==> config.mk <==
export PLATFORM = sky130hd
export DESIGN_NAME = stage_id_hs
export DESIGN_NICKNAME = d
export VERILOG_FILES = /design/src/rtl/stage_id_hs.sv
export SDC_FILE = /design/constraint.sdc
export NUM_CORES = 2
export LEC_CHECK = 0
export ABC_AREA = 1
export CORE_UTILIZATION = 46
export DETAILED_ROUTE_END_ITERATION = 10
export PLACE_DENSITY = 0.74
export SYNTH_ARGS = -nofsm -noshare
export SYNTH_HDL_FRONTEND = slang
export SYNTH_SLANG_ARGS = --single-unit
==> constraint.sdc <==
create_clock -name clk -period 2.9 [get_ports clk]
set_clock_uncertainty 0.1 [all_clocks]
set_input_delay 0.29 -clock clk [delete_from_list [all_inputs] [get_ports clk]]
set_output_delay 0.29 -clock clk [all_outputs]
set_load 0.1 [all_outputs]
==> src/rtl/stage_id_hs.sv <==
// Decode stage with valid/ready slot, register file and load-use stall.
// Ports: clk, rst (sync, active-high); in_valid/in_ready, instr, pc, pc4, flush;
// wb_en/wb_idx/wb_data write-back; out_valid/out_ready; decoded controls
// (alu_op, br_op, funct3, op1_ctrl, op2_ctrl, rd_src, mem_rd, mem_wr,
// illegal), indices, imm, operand data, pc_o, pc4_o; stall_cnt.
// Optional macro ID_WB_BYPASS_EN: operands capture same-cycle wb_data.
module stage_id_hs #(
  parameter int XLEN  = 32,
  parameter int NREG  = 32,
  parameter int CNT_W = 16
) (
  input  logic             clk,
  input  logic             rst,
  input  logic             in_valid,
  output logic             in_ready,
  input  logic [31:0]      instr,
  input  logic [XLEN-1:0]  pc,
  input  logic [XLEN-1:0]  pc4,
  input  logic             flush,
  input  logic             wb_en,
  input  logic [4:0]       wb_idx,
  input  logic [XLEN-1:0]  wb_data,
  output logic             out_valid,
  input  logic             out_ready,
  output logic [3:0]       alu_op,
  output logic [1:0]       br_op,
  output logic [2:0]       funct3,
  output logic             op1_ctrl,
  output logic             op2_ctrl,
  output logic             rd_src,
  output logic             mem_rd,
  output logic             mem_wr,
  output logic             illegal,
  output logic [4:0]       rs1_idx,
  output logic [4:0]       rs2_idx,
  output logic [4:0]       rd_idx,
  output logic [XLEN-1:0]  imm,
  output logic [XLEN-1:0]  rs1_data,
  output logic [XLEN-1:0]  rs2_data,
  output logic [XLEN-1:0]  pc_o,
  output logic [XLEN-1:0]  pc4_o,
  output logic [CNT_W-1:0] stall_cnt
);

  localparam int IW = $clog2(NREG);

  localparam logic [3:0] ALU_ADD = 4'b0000;
  localparam logic [3:0] ALU_NOP = 4'b1111;
  localparam logic [1:0] BR_NO   = 2'd0;
  localparam logic [1:0] BR_COND = 2'd1;
  localparam logic [1:0] BR_UNC  = 2'd2;

  typedef struct packed {
    logic            v;
    logic [3:0]      alu;
    logic [1:0]      br;
    logic [2:0]      f3;
    logic            op1;
    logic            op2;
    logic            rds;
    logic            mrd;
    logic            mwr;
    logic            ill;
    logic [4:0]      rs1;
    logic [4:0]      rs2;
    logic [4:0]      rd;
    logic [XLEN-1:0] imm;
    logic [XLEN-1:0] d1;
    logic [XLEN-1:0] d2;
    logic [XLEN-1:0] pc;
    logic [XLEN-1:0] pc4;
  } slot_t;

  slot_t            slot_q, slot_d, dec_s, nop_s;
  logic [XLEN-1:0]  regs_q [NREG];
  logic [XLEN-1:0]  regs_d [NREG];
  logic [CNT_W-1:0] cnt_q, cnt_d;

  logic [6:0]  opc;
  logic        is_r, is_i, is_ld, is_st, is_br;
  logic        is_jal, is_jalr, is_lui, is_aui;
  logic        known, use1, use2, wrd, bad_idx;
  logic [4:0]  rs1_i, rs2_i, rd_i;
  logic signed [31:0] imm32;
  logic        hazard, accept, wb_we;

  function automatic logic idx_ok(logic [4:0] i);
    return 32'(i) < NREG;
  endfunction

  always_comb begin
    nop_s     = '0;
    nop_s.alu = ALU_NOP;
  end

  assign opc     = instr[6:0];
  assign is_r    = opc == 7'b0110011;
  assign is_i    = opc == 7'b0010011;
  assign is_ld   = opc == 7'b0000011;
  assign is_st   = opc == 7'b0100011;
  assign is_br   = opc == 7'b1100011;
  assign is_jalr = opc == 7'b1100111;
  assign is_jal  = opc == 7'b1101111;
  assign is_lui  = opc == 7'b0110111;
  assign is_aui  = opc == 7'b0010111;

  assign known = is_r | is_i | is_ld | is_st | is_br |
                 is_jal | is_jalr | is_lui | is_aui;
  assign use1  = is_r | is_i | is_ld | is_st | is_br | is_jalr;
  assign use2  = is_r | is_st | is_br;
  assign wrd   = is_r | is_i | is_ld | is_jalr |
                 is_lui | is_aui | is_jal;

  // Unused fields read as x0 so they never match a hazard or bypass.
  assign rs1_i = use1 ? instr[19:15] : 5'd0;
  assign rs2_i = use2 ? instr[24:20] : 5'd0;
  assign rd_i  = wrd  ? instr[11:7]  : 5'd0;

  assign bad_idx = !idx_ok(rs1_i) || !idx_ok(rs2_i) ||
                   !idx_ok(rd_i);

  assign wb_we = wb_en && wb_idx != 5'd0 && idx_ok(wb_idx);

  assign hazard = slot_q.v && slot_q.mrd && slot_q.rd != 5'd0 &&
                  ((rs1_i != 5'd0 && rs1_i == slot_q.rd) ||
                   (rs2_i != 5'd0 && rs2_i == slot_q.rd));

  assign in_ready = !rst && (!slot_q.v || out_ready) &&
                    !hazard && !flush;
  assign accept   = in_valid && in_ready;

  always_comb begin
    imm32 = '0;
    unique case (1'b1)
      is_i | is_ld | is_jalr:
        imm32 = {{20{instr[31]}}, instr[31:20]};
      is_st:
        imm32 = {{20{instr[31]}}, instr[31:25], instr[11:7]};
      is_br:
        imm32 = {{19{instr[31]}}, instr[31], instr[7],
                 instr[30:25], instr[11:8], 1'b0};
      is_lui | is_aui:
        imm32 = {instr[31:12], 12'h000};
      is_jal:
        imm32 = {{11{instr[31]}}, instr[31], instr[19:12],
                 instr[20], instr[30:21], 1'b0};
      default:
        imm32 = '0;
    endcase
  end

  always_comb begin
    dec_s     = nop_s;
    dec_s.v   = 1'b1;
    dec_s.f3  = instr[14:12];
    dec_s.rs1 = rs1_i;
    dec_s.rs2 = rs2_i;
    dec_s.rd  = rd_i;
    dec_s.imm = XLEN'(imm32);
    dec_s.pc  = pc;
    dec_s.pc4 = pc4;
    dec_s.op1 = is_br | is_aui | is_jal;
    dec_s.op2 = is_r;
    dec_s.rds = is_jal | is_jalr;
    dec_s.mrd = is_ld;
    dec_s.mwr = is_st;
    unique case (1'b1)
      is_r:
        dec_s.alu = {instr[30], instr[14:12]};
      is_i:
        dec_s.alu = (instr[14:12] == 3'b101) ?
                    {instr[30], instr[14:12]} :
                    {1'b0, instr[14:12]};
      is_ld | is_st | is_br | is_jal |
      is_jalr | is_lui | is_aui:
        dec_s.alu = ALU_ADD;
      default:
        dec_s.alu = ALU_NOP;
    endcase
    unique case (1'b1)
      is_br:           dec_s.br = BR_COND;
      is_jal | is_jalr: dec_s.br = BR_UNC;
      default:         dec_s.br = BR_NO;
    endcase
    dec_s.d1 = '0;
    dec_s.d2 = '0;
    if (rs1_i != 5'd0 && idx_ok(rs1_i))
      dec_s.d1 = regs_q[rs1_i[IW-1:0]];
    if (rs2_i != 5'd0 && idx_ok(rs2_i))
      dec_s.d2 = regs_q[rs2_i[IW-1:0]];
`ifdef ID_WB_BYPASS_EN
    if (wb_we && wb_idx == rs1_i)
      dec_s.d1 = wb_data;
    if (wb_we && wb_idx == rs2_i)
      dec_s.d2 = wb_data;
`endif
    // Traps travel down as a bubble that only carries the flag.
    if (!known || bad_idx) begin
      dec_s.alu = ALU_NOP;
      dec_s.br  = BR_NO;
      dec_s.op1 = 1'b0;
      dec_s.op2 = 1'b0;
      dec_s.rds = 1'b0;
      dec_s.mrd = 1'b0;
      dec_s.mwr = 1'b0;
      dec_s.rd  = 5'd0;
      dec_s.ill = 1'b1;
    end
  end

  always_comb begin
    slot_d = slot_q;
    if (flush)
      slot_d = nop_s;
    else if (accept)
      slot_d = dec_s;
    else if (out_ready)
      slot_d.v = 1'b0;
  end

  always_comb begin
    regs_d = regs_q;
    if (wb_we)
      regs_d[wb_idx[IW-1:0]] = wb_data;
  end

  always_comb begin
    cnt_d = cnt_q;
    if (hazard && in_valid && out_ready && !(&cnt_q))
      cnt_d = cnt_q + 1'b1;
  end

  always_ff @(posedge clk) begin
    if (rst) begin
      slot_q <= nop_s;
      cnt_q  <= '0;
      for (int i = 0; i < NREG; i++)
        regs_q[i] <= '0;
    end else begin
      slot_q <= slot_d;
      cnt_q  <= cnt_d;
      regs_q <= regs_d;
    end
  end

  assign out_valid = slot_q.v;
  assign alu_op    = slot_q.alu;
  assign br_op     = slot_q.br;
  assign funct3    = slot_q.f3;
  assign op1_ctrl  = slot_q.op1;
  assign op2_ctrl  = slot_q.op2;
  assign rd_src    = slot_q.rds;
  assign mem_rd    = slot_q.mrd;
  assign mem_wr    = slot_q.mwr;
  assign illegal   = slot_q.ill;
  assign rs1_idx   = slot_q.rs1;
  assign rs2_idx   = slot_q.rs2;
  assign rd_idx    = slot_q.rd;
  assign imm       = slot_q.imm;
  assign rs1_data  = slot_q.d1;
  assign rs2_data  = slot_q.d2;
  assign pc_o      = slot_q.pc;
  assign pc4_o     = slot_q.pc4;
  assign stall_cnt = cnt_q;

endmodule

==> qor.yml <==
worst_slew_pin_slew_ns: 1.03
grt_pass1_wl_mm: 450
clk_latency_ns: 0.83
arrival_ns: 2.40
worstSetupPathType: "reg -> out"
cp_cell_sequence: "inv_2, nand3_1, o311ai_0, inv_1, a21boi_4, buf_12, buf_12"
sw_frac_of_total: 0.257
synth_xor_area_frac: 0.000271
endpoint_kind: "primary output"
start_kind: "flip-flop"
dieHeight_um: 377
crit_top_cell: "buf_12"
post-route-util: 0.569
period_share: 0.962
cts_sinks: 1230
synthMuxAreaShare: 0
synth_adder_area_share: 0.000194
hpwl_mm: 193
p_int_w: 0.0290
synth_fp_nets: 10759
comb_power_share: 0.083
synth_top_area_cell: "dfxtp_1"
p_leak_nw: 33.5
p_seq_frac: 0.442
cts_buffers: 139
synth_area_per_cell_um2: 6.09
rsz0062_at_grt: "false"
slew_viol_final: 0
ys_seq_elements: 1230
vdd_drop_max_uv: 512
synth_compound_gate_area_share: 0.123
gp_congestion: 1.01
stdcell_count: 12942
cts_root_buf: "clkbuf_16"
layout.nets: 11088
row_count: 137
cap_violations: 0
fin_ws_ns: 0.110
dr.max_layer_used: "met5"
clk_path_buf_depth: 3
dieArea_um2: 142000
yosys_warnings: 0
powerDensity_nw_per_um2: 491
hold_violations: 0
cp_num_buf_inv: 4
crit_slowest_cell: "dfxtp_1"
cp_top_family: "buffers and inverters"
drt-met1-wl_mm: 108
pin_count: 347
required_ns: 2.51
antenna_left: 0
synth_top_area_frac: 0.381
dpl.cell_count: 12598
clk_pin_slew_worst_paths_ns: 0.06
wl_met2_mm: 125
die_x_um: 377
layout-drive-gt1-share: 0.109
synth.area.top_cells: "dfxtp_1 38%, nand2_1 15%, nand3_1 13%"
initial_core_util: 0.463
netlist_area_um2: 64700
dr.pass1.iters: 11
grt_usage: 0.412
antenna_found_initial: 22
nFillCells: 13195
slew_headroom: 0.316
vias_per_cell: 6.13
switchingPower_w: 0.0100
first_iter_violations: 13376
syn2layout_area_growth_pct: 22.9
drcViolationCount: 4
dr_wl_met3_mm: 44.0
fmax_ghz: 0.358
synth_top_family_by_area: "simple AND/OR/NAND/NOR gates"
path_max_fanout: 4
coreArea_um2: 140000
vias: 79338
synthSimpleGateAreaFrac: 0.412
clkPwrFrac: 0.476
synth_seq_area_share: 0.381
violations: "design-rule violations"
hp-class: "in -> reg"
finalSetupViolCount: 0
slowest_delay_ns: 0.40
grt_overflow_total: 0
grt_pass1_vias: 72915
syn_inst: 10619
port_buffers: 346
drt-total-wl_mm: 304
cts_tree: "yes"
wire_per_inst_um: 23.5
status: "finished, violations left"
grt_max_degree: 181
yosysUniqueCellTypes: 43
fin_tns_setup_ns: 0
h-tree-depth: 4
finalCriticalPeriod_ns: 2.79
place_ws_ns: -0.617
==> worst reg2reg max path, delay by kind of cell, from the launching register on <==
kind / cells / cell delay (ns)
AO/OA/AOI/OAI: 1 / 0.29
buffers and inverters: 6 / 0.93
flip-flops: 1 / 0.40
AND/OR/NAND/NOR: 6 / 0.58
==> worst paths after layout <==
| kind | start | to | slack [ns] | cells after the start |
|---|---|---|---|---|
| min | pc4[26] | pc4_o[26] | 0.04 | 3 |
| max reg2reg | rd_idx[2] | rs1_data[14] | 0.44 | 13 |
| max | rd_idx[2] | in_ready | 0.11 | 7 |
| min reg2reg | regs_q[992] | regs_q[992] | 0.34 | 2 |
==> sequential cells by signal, summed over array words and instances, names as in the netlist <==
signal	count
alu_op	4
br_op	2
funct3	3
illegal	1
imm	32
mem_rd	1
mem_wr	1
op1_ctrl	1
op2_ctrl	1
out_valid	1
pc4_o	32
pc_o	32
rd_idx	5
regs_q	1024
rs1_data	32
rs1_idx	5
rs2_data	32
rs2_idx	5
stall_cnt	16
==> per-stage QoR <==
stage	hold slack, ns	total power, W	cell area (um^2)
finish	0.0416	0.0390	79500
global route	0.0265	0.0398	79400
CTS	0.00933	0.0388	79300
global placement	0.324	0.0205	73700
floorplan	0.316	0.0191	64700
detailed placement	0.328	0.0205	73700
==> logic make-up after synthesis <==
group	count (synthesis)
AO/OA/AOI/OAI	1518
adder cells (fa/ha/maj)	1
flip-flops	1230
buffers and inverters	1347
AND/OR/NAND/NOR	6521
XOR/XNOR	2
==> cell type report <==
cell class	count	area, um^2	area share
Multi-Input combinational cell	8042	35000	0.440
Sequential cell	1230	24600	0.310
Timing Repair Buffer	1106	11100	0.140
Clock buffer	215	4270	0.0538
Tap cell	1876	2350	0.0295
Inverter	429	1640	0.0206
Clock inverter	33	445	0.00561
Antenna cell	11	27.5	0.000346
==> metal layers <==
metal,global-route usage,vias to the layer above
met1,0.512,36080
met2,0.599,6699
met5,0,-
li1,-,34824
met4,0.316,20
met3,0.118,1715
==> timing repair <==
item                                    CTS  global route
pin swaps                                10            10
gates resized for setup                  23            19
buffers inserted                         14             8
cloned                                    3             0
endpoints found under the hold margin    84             0
hold buffers                             62             0
endpoints found under the setup margin    1             2
==> placed cells by master (no fill, tap or decap), drive strengths merged, types with 14 or more instances in the layout <==
cell type	instances
a21oi	352
buf	908
clkbuf	215
clkdlybuf4s50	127
clkinv	37
dfxtp	1230
dlygate4sd3	62
inv	415
nand2	2664
nand3	1671
nor2	2153
nor3	14
o211ai	86
o21a	32
o21ai	1034
==> power groups by stage <==
stage | sequential [W] | combinational (W) | clock [W]
finish | 0.0172 | 0.00323 | 0.0186
detailed placement | 0.0176 | 0.00295 | 0
floorplan | 0.0177 | 0.00143 | 0
global route | 0.0172 | 0.00332 | 0.0193
CTS | 0.0172 | 0.00306 | 0.0185
global placement | 0.0176 | 0.00292 | 0
==> cell usage after synthesis <==
cell and count:
buf_6 15, o22ai_1 1, nand3_1 1668, o21ai_0 1030, inv_2 10, o2111ai_1 3
a21boi_0 1, nand2_1 2663, dfxtp_1 1230, a21boi_1 1, a221o_1 1, o21ai_1 3
nand4_1 9, nor2_2 1, a31oi_1 2, nor3b_1 1, xor2_1 2, or2_2 1
a21oi_4 1, nor2_4 1, inv_1 399, o21ai_4 1, o21a_1 32, a21oi_1 351
o311ai_0 1, o21bai_1 1, clkbuf_2 1, o211ai_1 86, nand2_2 1, ha_1 1
clkbuf_1 618, buf_4 10, clkinv_1 20, nor4_1 1, nor2_1 2151, buf_2 141
o221ai_1 1, nand3_2 3, or2_0 7, o31ai_1 1, a22o_1 1, buf_1 133
nor3_1 14
No activity file was read; power rests on OpenSTA's default activity.
